**config.mk**
```make
export PLATFORM = sky130hd
export DESIGN_NAME = mmc_dat_deserialiser
export DESIGN_NICKNAME = d
export VERILOG_FILES = /design/src/rtl/mmc_pkg.sv /design/src/rtl/mmc_crc16_rx.sv /design/src/rtl/mmc_dat_deserialiser.sv
export SDC_FILE = /design/constraint.sdc
export NUM_CORES = 1
export LEC_CHECK = 0
export CORE_UTILIZATION = 62
export CTS_CLUSTER_DIAMETER = 100
export CTS_CLUSTER_SIZE = 14
export DETAILED_ROUTE_END_ITERATION = 8
export GPL_TIMING_DRIVEN = 0
export PLACE_DENSITY = 0.79
export SLEW_MARGIN = 10
export SYNTH_ARGS = -nofsm -noshare
export SYNTH_HDL_FRONTEND = slang
export SYNTH_HIERARCHICAL = 1
export SYNTH_SLANG_ARGS = --single-unit
```
**constraint.sdc**
```tcl
create_clock -name clk_i -period 2.85 [get_ports clk_i]
set_input_delay 0.57 -clock clk_i [delete_from_list [all_inputs] [get_ports clk_i]]
set_output_delay 0.57 -clock clk_i [all_outputs]
set_load 0.005 [all_outputs]
```
**src/rtl/mmc_pkg.sv**
```systemverilog
// Shared encodings and CRC16 helpers for the MMC DAT receive path.
package mmc_pkg;

  typedef enum logic [2:0] {
    ST_IDLE       = 3'd0,
    ST_WAIT_START = 3'd1,
    ST_DATA       = 3'd2,
    ST_CRC        = 3'd3,
    ST_ENDBIT     = 3'd4,
    ST_END        = 3'd5
  } mmc_rx_state_e;

  localparam logic [15:0] CRC16_POLY = 16'h1021;
  localparam int          CRC_LEN    = 16;

  // One serial step of CRC16-CCITT (x^16+x^12+x^5+1), data bit enters at the top.
  function automatic logic [CRC_LEN-1:0] crc16_step(input logic [CRC_LEN-1:0] crc,
                                                    input logic              b);
    logic fb;
    fb = crc[CRC_LEN-1] ^ b;
    return {crc[CRC_LEN-2:0], 1'b0} ^ (fb ? CRC16_POLY : '0);
  endfunction

endpackage

```
**src/rtl/mmc_crc16_rx.sv**
```systemverilog
// Serial CRC16 accumulator for one DAT line; updates on enable_i, 1-cycle latency.
// No backpressure: clear_i has priority over enable_i.
module mmc_crc16_rx
  import mmc_pkg::*;
(
  input  logic               clk_i,
  input  logic               rst_ni,
  input  logic               clear_i,
  input  logic               enable_i,
  input  logic               bitval_i,
  output logic [CRC_LEN-1:0] crc_o
);

  always_ff @(posedge clk_i or negedge rst_ni) begin
    if (!rst_ni) begin
      crc_o <= '0;
    end else if (clear_i) begin
      crc_o <= '0;
    end else if (enable_i) begin
      crc_o <= crc16_step(crc_o, bitval_i);
    end
  end

endmodule

```
**src/rtl/mmc_dat_deserialiser.sv**
```systemverilog
// Receives one MMC DAT block (1/4-bit), emits bytes with a one-cycle valid strobe, checks CRC16/end bit.
// Byte strobe 1 cycle after its last sample edge, complete 2 cycles after end bit; no backpressure.
module mmc_dat_deserialiser
  import mmc_pkg::*;
#(
  parameter int BLOCK_BYTES = 512,
  parameter int TIMEOUT_W   = 24
) (
  input  logic       clk_i,
  input  logic       rst_ni,
  input  logic       bitclk_i,
  input  logic       start_i,
  input  logic       abort_i,
  input  logic       mode_4bit_i,
  input  logic [3:0] dat_i,
  output logic [7:0] data_o,
  output logic       valid_o,
  output logic       active_o,
  output logic       complete_o,
  output logic       crc_err_o,
  output logic       timeout_o
);

  localparam int                BCNT_W    = $clog2(BLOCK_BYTES) + 1;
  localparam logic [BCNT_W-1:0] LAST_BYTE = BCNT_W'(BLOCK_BYTES - 1);

  mmc_rx_state_e state_q, state_d;

  logic                 clk_q;
  logic                 sample_w;
  logic                 mode4_q;
  logic [7:0]           byte_q;
  logic [7:0]           byte_nxt;
  logic [2:0]           sub_q;
  logic [BCNT_W-1:0]    bcnt_q;
  logic [3:0]           crcbit_q;
  logic [TIMEOUT_W-1:0] tmo_q;
  logic [TIMEOUT_W-1:0] tmo_nxt;
  logic [3:0][CRC_LEN-1:0] rx_crc_q;
  logic [3:0][CRC_LEN-1:0] calc_crc;
  logic [3:0]           crc_en;

  logic start_acc;
  logic data_edge;
  logic crc_edge;
  logic byte_done;
  logic tmo_hit;
  logic tmo_inc;
  logic end_chk;
  logic end_ok;
  logic crc_bad;
  logic cmpl_set;

  assign sample_w  = bitclk_i & ~clk_q;
  assign start_acc = (state_q == ST_IDLE) & start_i & ~abort_i;
  assign data_edge = (state_q == ST_DATA) & sample_w & ~abort_i;
  assign crc_edge  = (state_q == ST_CRC) & sample_w & ~abort_i;
  assign tmo_nxt   = tmo_q + TIMEOUT_W'(1);
  assign byte_nxt  = mode4_q ? {byte_q[3:0], dat_i} : {byte_q[6:0], dat_i[0]};
  assign active_o  = (state_q != ST_IDLE);

  // In 1-bit mode lines 1..3 carry nothing we care about: keep their engines idle.
  for (genvar g = 0; g < 4; g++) begin : g_line
    localparam bit LINE0 = (g == 0);
    assign crc_en[g] = data_edge & (mode4_q | LINE0);
    mmc_crc16_rx u_crc (
      .clk_i   (clk_i),
      .rst_ni  (rst_ni),
      .clear_i (start_acc),
      .enable_i(crc_en[g]),
      .bitval_i(dat_i[g]),
      .crc_o   (calc_crc[g])
    );
  end

  assign end_ok  = mode4_q ? (&dat_i) : dat_i[0];
  assign crc_bad = ~end_ok
                 | (rx_crc_q[0] != calc_crc[0])
                 | (mode4_q & ((rx_crc_q[1] != calc_crc[1]) |
                               (rx_crc_q[2] != calc_crc[2]) |
                               (rx_crc_q[3] != calc_crc[3])));

  always_ff @(posedge clk_i or negedge rst_ni) begin
    if (!rst_ni) begin
      state_q <= ST_IDLE;
    end else begin
      state_q <= state_d;
    end
  end

  always_comb begin
    state_d   = state_q;
    byte_done = 1'b0;
    tmo_hit   = 1'b0;
    tmo_inc   = 1'b0;
    end_chk   = 1'b0;
    cmpl_set  = 1'b0;
    case (state_q)
      ST_IDLE: begin
        if (start_i) state_d = ST_WAIT_START;
      end
      ST_WAIT_START: begin
        if (sample_w) begin
          if (!dat_i[0]) begin
            state_d = ST_DATA;
          end else begin
            tmo_inc = 1'b1;
            if (&tmo_nxt) begin
              tmo_hit = 1'b1;
              state_d = ST_IDLE;
            end
          end
        end
      end
      ST_DATA: begin
        if (sample_w) begin
          byte_done = mode4_q ? (sub_q == 3'd1) : (sub_q == 3'd7);
          if (byte_done && (bcnt_q == LAST_BYTE)) state_d = ST_CRC;
        end
      end
      ST_CRC: begin
        if (sample_w && (crcbit_q == 4'd15)) state_d = ST_ENDBIT;
      end
      ST_ENDBIT: begin
        if (sample_w) begin
          end_chk = 1'b1;
          state_d = ST_END;
        end
      end
      ST_END: begin
        cmpl_set = 1'b1;
        state_d  = ST_IDLE;
      end
      default: state_d = ST_IDLE;
    endcase
    // Abort beats every other transition and suppresses all side effects.
    if (abort_i) begin
      state_d   = ST_IDLE;
      byte_done = 1'b0;
      tmo_hit   = 1'b0;
      tmo_inc   = 1'b0;
      end_chk   = 1'b0;
      cmpl_set  = 1'b0;
    end
  end

  always_ff @(posedge clk_i or negedge rst_ni) begin
    if (!rst_ni) begin
      clk_q      <= 1'b0;
      mode4_q    <= 1'b0;
      byte_q     <= '0;
      sub_q      <= '0;
      bcnt_q     <= '0;
      crcbit_q   <= '0;
      tmo_q      <= '0;
      rx_crc_q   <= '0;
      data_o     <= '0;
      valid_o    <= 1'b0;
      complete_o <= 1'b0;
      crc_err_o  <= 1'b0;
      timeout_o  <= 1'b0;
    end else begin
      clk_q      <= bitclk_i;
      valid_o    <= 1'b0;
      complete_o <= cmpl_set;
      if (start_acc) begin
        mode4_q   <= mode_4bit_i;
        crc_err_o <= 1'b0;
        timeout_o <= 1'b0;
        tmo_q     <= '0;
        sub_q     <= '0;
        bcnt_q    <= '0;
        crcbit_q  <= '0;
      end
      if (tmo_inc) tmo_q <= tmo_nxt;
      if (tmo_hit) timeout_o <= 1'b1;
      if (data_edge) begin
        byte_q <= byte_nxt;
        sub_q  <= byte_done ? 3'd0 : sub_q + 3'd1;
      end
      if (byte_done) begin
        data_o  <= byte_nxt;
        valid_o <= 1'b1;
        bcnt_q  <= bcnt_q + BCNT_W'(1);
      end
      if (crc_edge) begin
        for (int l = 0; l < 4; l++) rx_crc_q[l] <= {rx_crc_q[l][CRC_LEN-2:0], dat_i[l]};
        crcbit_q <= crcbit_q + 4'd1;
      end
      if (end_chk) crc_err_o <= crc_bad;
    end
  end

endmodule

```
==> out/results.tsv <==
metric	value	unit
outcome	finished, final reports clean	
drtIter0Drc	539	
ctsHoldBuffers	0	
cap_violations	0	
insertedDiodeCount	0	
h-tree-depth	4	
power	6.34	mW
die-area	0.0157	mm²
cts-root-buf	clkbuf_16	
port_buffers	22	
finalSetupTns	0	ns
detail_route.wirelength	20700	µm
fin_crit_sh	94.9	%
dr.pass1.iters	7	
leakage	4.93	nW
syn_inst	990	
cts_buffer_depth	2	
wl_per_cell	16.8	µm
insertion_delay	0.44	ns
finClkSkew	0.0116	ns
fin_util	71.9	%
drive_above_1_share	8.21	%
startpoint_type	flop	
max-slew-margin-rel	57.1	%
cts_tree	built	
nets	1049	
cts_setup_buffers	0	
ir_drop	0.478	mV
syn_nets	1005	
dp.cells	1198	
gp_congestion	0.893	
io_pins	23	
std_cell_rows	44	
hold_class	primary input to asynchronous set/reset pin	
pwr_density_cell	600	mW/mm²
ant_nets	0	
yosys_warnings	6	
ys_seq_area_share	51.1	%
clock_sinks	193	
async_flop_share	100	%
synthDistinctLibCells	60	
cp_max_fo	9	
grt_overflow_total	0	
worst_slew_pin_slew	0.644	ns
synth-edff-count	0	
synthFlopType	dfrtp_1	
clk_pin_slew_worst_paths	0.08	ns
cp.arrival	3.03	ns
grt_pass1_wl	34600	µm
synth_top_area_cell	dfrtp_1	
viasPerCell	5.85	
synth_area_leaders	dfrtp_1 51%, nand2_1 10%, mux2i_1 6.5%	
finalWorstSetupSlack	0.146	ns
synth.avg_cell_area	9.54	µm²
cp_data_required_time	3.17	ns
worstSetupEndpointType	flop	
grt_pass1_vias	6783	
slew_violations	0	
worstSetupPathType	flop to flop	
fmax	370	MHz
setup_viol	0	
synth_top_area_share	51.1	%
pre_cts_ws	-0.825	ns
min_period	2.70	ns
stdcell_area	0.0106	mm²
antenna_found_initial	0	
ys_ff_latch	193	
grt_max_degree	77	
die_w	125	µm
core_area	0.0147	mm²
hpwlAfterDp	14200	µm
fin_cells	1231	
grt_use_total	27.8	%
vias	7197	
hold_violations	0	
cts_buffers	17	
syn_area	0.00945	mm²
die_y	125	µm
hold_ws	0.0426	ns
initial_utilization	64.3	%
placed_area	0.00996	mm²
drc	0	
synthToLayoutAreaGrowth	11.9	%
[cell families (layout without fill, tap and decap cells)]
kind of cell,Yosys count,in the layout,share of synthesized area (%)
DFF,193,193,51.1
xor gates and xnor gates,76,76,7.04
adders and majority gates,5,5,0.662
and+or+nand+nor,466,467,22.9
buffers and inverters,62,118,3.60
AOI/OAI and AO/OA,126,126,8.10
muxes,62,62,6.62
[power breakdown]
group | leakage (nW) | switching, mW | internal, mW
logic | 1.98 | 0.625 | 0.388
clock network | 0.264 | 1.11 | 1.23
registers | 2.68 | 0.116 | 2.87
[repair_timing]
item | 4_1_cts | 5_1_grt
hold endpoints to repair | 0 | 0
pin swaps | 0 | 1
gates resized for setup | 3 | 7
gates cloned | 0 | 1
setup endpoints to repair | 48 | 49
[critical path, cell delays in order (launching register included)]
cell and delay, ns:
dfrtp_2 0.47, ha_1 0.29, and3_1 0.18, buf_2 0.17, nand4b_1 0.13, a2111oi_2 0.35, o221ai_2 0.18, nor4_4 0.40
o21ai_2 0.11, mux2_4 0.31
[path summary, 6_finish.rpt]
check	endpoint	startpoint	slack (ns)	depth (start not counted)
max	state_q[0]	tmo_q[1]	0.15	9
min	bcnt_q[1]	rst_ni	0.04	1
max reg2reg	state_q[0]	tmo_q[1]	0.15	9
min reg2reg	data_o[6]	data_o[6]	0.48	2
max in group asynchronous	g_line[2].u_crc/crc_o[9]	rst_ni	2.06	2
min in group clk_i	data_o[6]	data_o[6]	0.48	2
[layout by cell type (no fill, tap or decap), drive strengths merged, types with 3 or more instances in the layout]
master         count
nand2            263
dfrtp            193
nor2              81
o21ai             68
mux2i             61
xnor2             57
clkbuf            44
nand3             32
buf               27
nand4             22
clkdlybuf4s50     21
xor2              19
inv               16
a21oi             15
nand4b            10
a31oi             10
nor4               9
or4b               8
and3               7
nor3               7
nor2b              6
a211oi             6
clkinvlp           6
o31ai              5
ha                 5
a22o               5
nand2b             4
o311ai             4
and2               4
and4               4
or3                3
clkinv             3
[state kept, by name, indices dropped and copies added, names as in the netlist, 3 cells and up]
register            count
bcnt_q                 10
data_o                  8
tmo_q                  24
byte_q                  7
g_line.u_crc/crc_o     64
sub_q                   3
state_q                 3
crcbit_q                4
rx_crc_q               64
[area by class of cell]
type / count / area, µm²
repair buffers: 24 / 280
plain buffers: 51 / 302
flip-flops and latches: 193 / 4830
fillers: 1077 / 4130
clock buffers: 17 / 425
inverters: 11 / 41.3
clock inverters: 15 / 153
well taps: 184 / 230
multi-input cells: 736 / 4310
[routing by layer]
layer / vias up / share of wire, % / global-route usage, %
met5: - / 0 / 0
met4: 0 / 1.4 / 7.82
met3: 26 / 5.2 / 5.65
met2: 181 / 47 / 44.1
met1: 3530 / 46 / 39.2
li1: 3460 / - / -
[synth_stat cells, drive strengths merged (5+ instances only)]
library cell and n:
or4b 8, inv 10, nor4 9, dfrtp 193
nand4 22, mux2i 61, o21ai 68, a31oi 10
xnor2 57, and3 7, a21oi 15, o31ai 5
nand3 32, nor2b 6, nor2 80, buf 23
a211oi 6, nand2 263, nand4b 10, xor2 19
clkbuf 28, nor3 7, a22o 5, ha 5
Note: power is estimated with default switching activity, not from simulation.
